[config.mk]
export PLATFORM = sky130hd
export DESIGN_NAME = fazyrv_dbus_if
export DESIGN_NICKNAME = d
export VERILOG_FILES = /design/src/rtl/fazyrv_pkg.sv /design/src/rtl/fazyrv_tmo_cnt.sv /design/src/rtl/fazyrv_dbus_if.sv
export SDC_FILE = /design/constraint.sdc
export NUM_CORES = 1
export LEC_CHECK = 0
export CORE_MARGIN = 2
export CORE_UTILIZATION = 36
export CTS_CLUSTER_SIZE = 20
export DETAILED_ROUTE_END_ITERATION = 6
export PLACE_DENSITY_LB_ADDON = 0.15
export SETUP_SLACK_MARGIN = 0.4
export SLEW_MARGIN = 15
export SYNTH_ARGS = -nofsm -noshare
export SYNTH_HDL_FRONTEND = slang
export SYNTH_HIERARCHICAL = 1
export SYNTH_SLANG_ARGS = --single-unit
[constraint.sdc]
create_clock -name clk_i -period 1.9 [get_ports clk_i]
set_clock_uncertainty 0.15 [all_clocks]
set_input_delay 0.57 -clock clk_i [delete_from_list [all_inputs] [get_ports clk_i]]
set_output_delay 0.57 -clock clk_i [all_outputs]
set_load 0.1 [all_outputs]
[src/rtl/fazyrv_pkg.sv]
// rtl/fazyrv_pkg.sv - shared data-bus types and byte-enable helper
package fazyrv_pkg;

    typedef enum logic [1:0] {
        ST_IDLE = 2'd0,
        ST_BUS  = 2'd1,
        ST_DONE = 2'd2
    } dbus_state_t;

    // Byte enables for a b/h/w access; the lane offset comes from the low address bits.
    function automatic logic [3:0] dbus_be(
        input logic       ls_b,
        input logic       ls_h,
        input logic       ls_w,
        input logic [1:0] adr_lo
    );
        logic [3:0] be;
        be = 4'b0000;
        if (ls_b) begin
            be = 4'b0001 << adr_lo;
        end else if (ls_h) begin
            be = 4'b0011 << {adr_lo[1], 1'b0};
        end else if (ls_w) begin
            be = 4'b1111;
        end
        return be;
    endfunction

endpackage

[src/rtl/fazyrv_tmo_cnt.sv]
// rtl/fazyrv_tmo_cnt.sv - ack timeout counter for the data bus
module fazyrv_tmo_cnt #(
    parameter int TMO_CYC = 4
) (
    input  logic clk_i,
    input  logic rst_in,
    input  logic clr_i,
    input  logic inc_i,
    output logic expired_o
);

    localparam int            W    = $clog2(TMO_CYC + 1);
    localparam logic [W-1:0] LAST = W'(TMO_CYC - 1);

    logic [W-1:0] cnt;

    // Held at zero outside the bus phase, counts every strobe cycle that goes unacknowledged.
    always_ff @(posedge clk_i or negedge rst_in) begin
        if (!rst_in) begin
            cnt <= '0;
        end else if (clr_i) begin
            cnt <= '0;
        end else if (inc_i) begin
            cnt <= cnt + 1'b1;
        end
    end

    assign expired_o = (cnt == LAST);

endmodule

[src/rtl/fazyrv_dbus_if.sv]
// rtl/fazyrv_dbus_if.sv - single-beat strobe/ack data-bus master for loads and stores
module fazyrv_dbus_if
    import fazyrv_pkg::*;
#(
    parameter int TMO_CYC = 0,
    parameter     CONF    = "MIN"
) (
    input  logic        clk_i,
    input  logic        rst_in,
    input  logic        start_i,
    input  logic        instr_ld_i,
    input  logic        instr_st_i,
    input  logic        ls_b_i,
    input  logic        ls_h_i,
    input  logic        ls_w_i,
    input  logic        misalngd_i,
    input  logic [31:0] adr_i,
    input  logic [31:0] st_data_i,
    output logic        busy_o,
    output logic        done_o,
    output logic        ld_par_o,
    output logic [31:0] ld_data_o,
    output logic        err_o,
    output logic        dmem_stb_o,
    output logic        dmem_we_o,
    output logic [3:0]  dmem_be_o,
    output logic [31:0] dmem_adr_o,
    output logic [31:0] dmem_dat_o,
    input  logic        dmem_ack_i,
    input  logic [31:0] dmem_dat_i
);

    // The minimal core has no trap path, so a timeout is never reported there.
    localparam bit ERR_EN = (CONF != "MIN");

    dbus_state_t state, state_nxt;

    logic [29:0] adr_q;
    logic [31:0] dat_q;
    logic [3:0]  be_q;
    logic        we_q;
    logic        ld_q;
    logic        mis_q;
    logic        err_q;
    logic [31:0] ld_data_q;
    logic        tmo;
    logic        req_ok;
    logic        req_mis;

    assign req_mis = start_i & misalngd_i;
    assign req_ok  = start_i & (instr_ld_i | instr_st_i) & ~misalngd_i;

    generate
        if (TMO_CYC > 0) begin : g_tmo
            fazyrv_tmo_cnt #(
                .TMO_CYC (TMO_CYC)
            ) u_tmo_cnt (
                .clk_i     (clk_i),
                .rst_in    (rst_in),
                .clr_i     (state != ST_BUS),
                .inc_i     ((state == ST_BUS) & ~dmem_ack_i),
                .expired_o (tmo)
            );
        end else begin : g_no_tmo
            assign tmo = 1'b0;
        end
    endgenerate

    // State register; async reset so the strobe decoded from it drops immediately.
    always_ff @(posedge clk_i or negedge rst_in) begin
        if (!rst_in) begin
            state <= ST_IDLE;
        end else begin
            state <= state_nxt;
        end
    end

    // Next state: misaligned requests skip the bus, ack beats a coincident timeout.
    always_comb begin
        state_nxt = state;
        case (state)
            ST_IDLE: begin
                if (req_mis) begin
                    state_nxt = ST_DONE;
                end else if (req_ok) begin
                    state_nxt = ST_BUS;
                end
            end
            ST_BUS: begin
                if (dmem_ack_i || tmo) begin
                    state_nxt = ST_DONE;
                end
            end
            ST_DONE: state_nxt = ST_IDLE;
            default: state_nxt = ST_IDLE;
        endcase
    end

    // Outputs decoded from state; bus data and enables are gated to zero outside the bus phase.
    always_comb begin
        busy_o     = 1'b0;
        done_o     = 1'b0;
        ld_par_o   = 1'b0;
        err_o      = 1'b0;
        dmem_stb_o = 1'b0;
        dmem_we_o  = 1'b0;
        dmem_be_o  = 4'b0000;
        dmem_dat_o = 32'h0;
        case (state)
            ST_BUS: begin
                busy_o     = 1'b1;
                dmem_stb_o = 1'b1;
                dmem_we_o  = we_q;
                dmem_be_o  = be_q;
                dmem_dat_o = dat_q;
            end
            ST_DONE: begin
                done_o   = 1'b1;
                ld_par_o = ld_q & ~err_q & ~mis_q;
                err_o    = ERR_EN & err_q;
            end
            default: ;
        endcase
    end

    // Request capture in IDLE, read-data capture on ack, timeout flag on expiry.
    always_ff @(posedge clk_i or negedge rst_in) begin
        if (!rst_in) begin
            adr_q     <= '0;
            dat_q     <= '0;
            be_q      <= '0;
            we_q      <= 1'b0;
            ld_q      <= 1'b0;
            mis_q     <= 1'b0;
            err_q     <= 1'b0;
            ld_data_q <= '0;
        end else begin
            case (state)
                ST_IDLE: begin
                    if (req_mis) begin
                        ld_q  <= instr_ld_i;
                        mis_q <= 1'b1;
                        err_q <= 1'b0;
                    end else if (req_ok) begin
                        adr_q <= adr_i[31:2];
                        dat_q <= st_data_i;
                        be_q  <= dbus_be(ls_b_i, ls_h_i, ls_w_i, adr_i[1:0]);
                        we_q  <= instr_st_i;
                        ld_q  <= instr_ld_i & ~instr_st_i;
                        mis_q <= 1'b0;
                        err_q <= 1'b0;
                    end
                end
                ST_BUS: begin
                    if (dmem_ack_i) begin
                        if (!we_q) begin
                            ld_data_q <= dmem_dat_i;
                        end
                    end else if (tmo) begin
                        err_q <= 1'b1;
                    end
                end
                default: ;
            endcase
        end
    end

    assign ld_data_o  = ld_data_q;
    assign dmem_adr_o = {adr_q, 2'b00};

endmodule

Word level (Yosys, flattened, before mapping)
Index checks and enable logic that the tools add are counted.
{"block": "classes", "magnitude_cmp": 0, "eq_ne": 4, "n_reduce_logical": 6, "muxes": 18, "div_mod_pow": 0, "addsub": 0, "n_mul": 0, "bitwise_logic": 13, "shift": 2}
{"cell": "2-to-1 mux 32 bit", "n": 1}
{"cell": "2-to-1 mux 4 bit", "n": 4}
{"cell": "2-to-1 mux 1 bit", "n": 9}
{"cell": "bitwise AND 1 bit", "n": 6}
{"cell": "2-to-1 mux 2 bit", "n": 3}
{"cell": "inverter 1 bit", "n": 6}
{"cell": "AND reduction 3 bit", "n": 2}
{"cell": "case mux 2 bit (2 select lines)", "n": 1}
{"cell": "AND reduction 2 bit", "n": 2}
{"cell": "<< shifter 1 x 2 -> 4 bit, first input constant", "n": 1}
{"cell": "<< shifter 2 x 2 -> 4 bit, first input constant", "n": 1}
{"cell": "inequality test 3 bit, second input constant", "n": 1}
{"cell": "== test 2 x 1 -> 1 bit, second input constant", "n": 1}
{"cell": "== test 2 bit, second input constant", "n": 1}
{"cell": "zero test 2 bit", "n": 1}
{"cell": "inequality test 2 bit, second input constant", "n": 1}
{"cell": "nonzero test 2 bit", "n": 1}
{"cell": "OR 1 bit", "n": 1}
{"block": "word_totals", "output_inout_bits": 106, "mem_bits_rw": 0, "mem_count": 0, "romBits": 0, "latchBits": 0, "reg_bits": 104}

Depth between registers and ports, before layout
{"block": "logic_depth", "ltp_word": 6, "mapped_depth": 5, "mapped_depth_nobuf": 3}

Least setup slack after synthesis
OpenSTA, ideal clock, no wires.
{"block": "synth_timing", "path_type": "reg2out", "start": "register state[0]", "end": "output port ld_par_o", "path_stages_with_launch": 3, "arrival_time_ns": 4.076, "setup_slack_ns": -2.896, "path_cell_list": "dfrtp_1 nor2b_1 nor3b_1"}
{"block": "synth_via", "elab_chain_len": 2}
{"item": "start, declared", "line_no": "fazyrv_dbus_if.sv:36", "text": "dbus_state_t state, state_nxt;"}
{"item": "start signal, assigned", "line_no": "fazyrv_dbus_if.sv:74", "text": "state <= state_nxt;"}
{"item": "== test 2 bit", "line_no": "fazyrv_dbus_if.sv:109", "text": "case (state)"}
{"item": "2-to-1 mux 1 bit", "line_no": "fazyrv_dbus_if.sv:109"}
{"item": "end, declared", "line_no": "fazyrv_dbus_if.sv:21", "text": "output logic ld_par_o,"}
No other way between the ends.

Final worst setup path
{"block": "layout_timing", "start": "register state[1]", "end": "output port dmem_dat_o[15]"}
{"block": "layout_via", "elab_chain_len": 2}
{"item": "== test 2 x 1 -> 1 bit", "line_no": "fazyrv_dbus_if.sv:109"}
{"item": "2-to-1 mux 32 bit", "line_no": "fazyrv_dbus_if.sv:109"}
{"item": "end, declared", "line_no": "fazyrv_dbus_if.sv:28", "text": "output logic [31:0] dmem_dat_o,"}
No other way between the ends.

==> run_results.csv <==
group,metric,value,unit
placement,dp_cells,642,
critical_path,timing.setup.critical_path_class,"reg2out",
synthesis,synth_flop_cell,"dfrtp_1",
sta,whs,0.3643,ns
placement,postPlaceCellArea,0.008144,mm2
global_routing,met2_usage,38.31,%
synthesis,synth.top_cell.area_share,61.02,%
synthesis,synth_common_cells,"dfrtp_1, mux2_2, and2_1, buf_2, mux2_1",
placement,gp_congestion,0.7893,
synthesis,yosys.cell_types.count,27,
global_routing,gr-usage-met1,28.07,%
route,remaining_drc_errors,0,
critical_path,arrival,1.57,ns
sta,min_period_over_period,120.4,%
placement,post-place-ws,-0.7469,ns
critical_path,r2r_cells,7,
synthesis,synth_seq_area_share,61.02,%
synthesis,ys_top_cells_by_area,"dfrtp_1, mux2_2, and2_1, mux2_1, buf_2",
cts,clock_sinks,103,
global_routing,grt_overflow_total,0,
route,wl_per_cell,19.63,um
synthesis,yosysWarnings,6,
critical_path,worst_ep_required_time,1.18,ns
status,status,"finished, violations left",
global_routing,grt_pass1_wl,21910,um
route,via_per_inst,4.764,
route,vias,3354,
global_routing,grt_max_degree,44,
flow_run,max_cap_viol_count,0,
cts,clk_pin_slew,0.07,ns
synthesis,synthMostInstantiatedCell,"dfrtp_1",
die,start_util,36.99,%
final_layout,final_area,0.009323,mm2
cts,root_buffer,"clkbuf_16",
synthesis,yosysTopAreaCell,"dfrtp_1",
route,wirelength,13820,um
pwr,p_per_area,1725,mW/mm2
pwr,vdd_drop_max,0.001822,V
final_layout,stdcell_count,704,
cts,cts_tree,"done",
route,ant_nets,0,
synthesis,ys_ff_latch,103,
final_layout,final_util,81.65,%
critical_path,path_max_fanout,6,
synthesis,syn_avg_cell_area,14.77,um2
critical_path,end_kind,"primary output",
final_layout,n_antenna_cell,0,
sta,rsz0062_at_grt,"yes",
route,first_pass_iters,5,
die,die_area,0.01262,mm2
die,die_height,112.3,um
global_routing,track_usage,22.65,%
sta,setup_viol,141,
final_layout,area_growth,120.7,%
pwr,power,16.08,mW
cts,clk_latency,0.35,ns
placement,hpwl,8800,um
worst_hold_path,hold_path_class,"reg2reg",
cts,htree_levels,3,
synthesis,synth_cells,286,
cts,clockBufferDepth,2,
pwr,p_leak,4.097,nW
sta,fmax,0.4370,GHz
synthesis,async_reset_ff_share,100.0,%
critical_path,start_kind,"flop",
die,fp.dieW,112.3,um
synthesis,synth-edff-count,0,
global_routing,busiest_layer,"met2",
sta,hold_viol_final,0,
global_routing,grt_pass1_vias,3857,
final_layout,drive_gt1_share,70.23,%
die,pin_count,212,
final_layout,nets,662,
sta,report.final.slew_viol_count,0,
sta,fin_crit,2.289,ns
worst_hold_path,worstHoldPathCells,1,
global_routing,use_met3,7.451,%
cts,numCtsBuffers,9,
status,violations,"setup timing",
sta,fin_ws,-0.3885,ns
die,rows,39,
synthesis,synth_area,0.004224,mm2
placement,io_buffer_count,208,
die,core_region_area,0.01142,mm2
route,drt-initial-drc-count,98,
global_routing,antenna_found_initial,0,
sta,setup_tns,-31.36,ns
layout make-up:
type | count | area (um2)
repair buffers | 275 | 4084
flip-flops and latches | 103 | 2656
fillers | 594 | 2096
multi-input cells | 164 | 2048
clock buffers | 14 | 284.0
well taps | 143 | 178.9
clock inverters | 2 | 60.06
inverters | 3 | 11.26
cells by family after synthesis:
family / after synthesis / synth area share [%]
multiplexers: 100 / 26.63
buffers and inverters: 21 / 2.725
AND/OR/NAND/NOR: 52 / 8.087
flip-flops: 103 / 61.02
AO/OA/AOI/OAI: 9 / 1.451
other: 1 / 0.08878
flip-flops by register name, indices dropped and copies added, names as in the netlist:
| name | count |
|---|---|
| adr_q | 30 |
| be_q | 4 |
| dat_q | 32 |
| ld_data_o | 32 |
| ld_q | 1 |
| mis_q | 1 |
| state | 2 |
| we_q | 1 |
critical path, cell delays in order, from the launching register on:
cell and delay, ns:
dfrtp_2 0.44, nor2b_4 0.18, buf_12 0.14, clkbuf_16 0.14
and2_4 0.14, buf_12 0.16
metal layers:
layer | vias up | wire (um)
met5 | - | 0
met4 | 0 | 232
met3 | 18 | 874
met2 | 145 | 7128
met1 | 1671 | 5586
li1 | 1520 | -
worst paths after layout:
kind	start	end	slack [ns]
hold / removal	dat_q[18]$_DFFE_PN0P_	dat_q[18]$_DFFE_PN0P_	0.36
min in group asynchronous	rst_in	ld_data_o[28]$_DFFE_PN0P_	0.52
max in group asynchronous	rst_in	adr_q[21]$_DFFE_PN0P_	0.55
setup reg to reg	state[1]$_DFFE_PN0P_	adr_q[25]$_DFFE_PN0P_	-0.26
hold reg to reg	dat_q[18]$_DFFE_PN0P_	dat_q[18]$_DFFE_PN0P_	0.36
setup / recovery	state[1]$_DFFE_PN0P_	dmem_dat_o[15]	-0.39
report_power, final:
group,leakage [nW],switching (mW),internal (mW)
Combinational,2.77,5.78,4.25
Sequential,1.16,0.828,3.13
Clock,0.169,0.797,1.30
Total,4.10,7.40,8.67
cell usage in the layout (no fill, tap or decap), drive strengths merged, types with 3 or more instances in the layout:
master,netlist,layout
dfrtp,103,103
conb,1,3
buf,14,168
mux2,99,99
inv,3,3
clkbuf,4,16
and2,38,38
nand2,3,3
clkdlybuf4s50,0,102
what timing repair did:
| action | CTS | global route |
|---|---|---|
| hold buffers | 1 | 0 |
| cloned | 9 | 2 |
| setup buffers | 23 | 11 |
| endpoints found under the hold margin | 24 | 0 |
| endpoints found under the setup margin | 205 | 248 |
| pin swaps | 3 | 3 |
| resized for setup | 60 | 7 |
(Power assumes the default switching activity.)
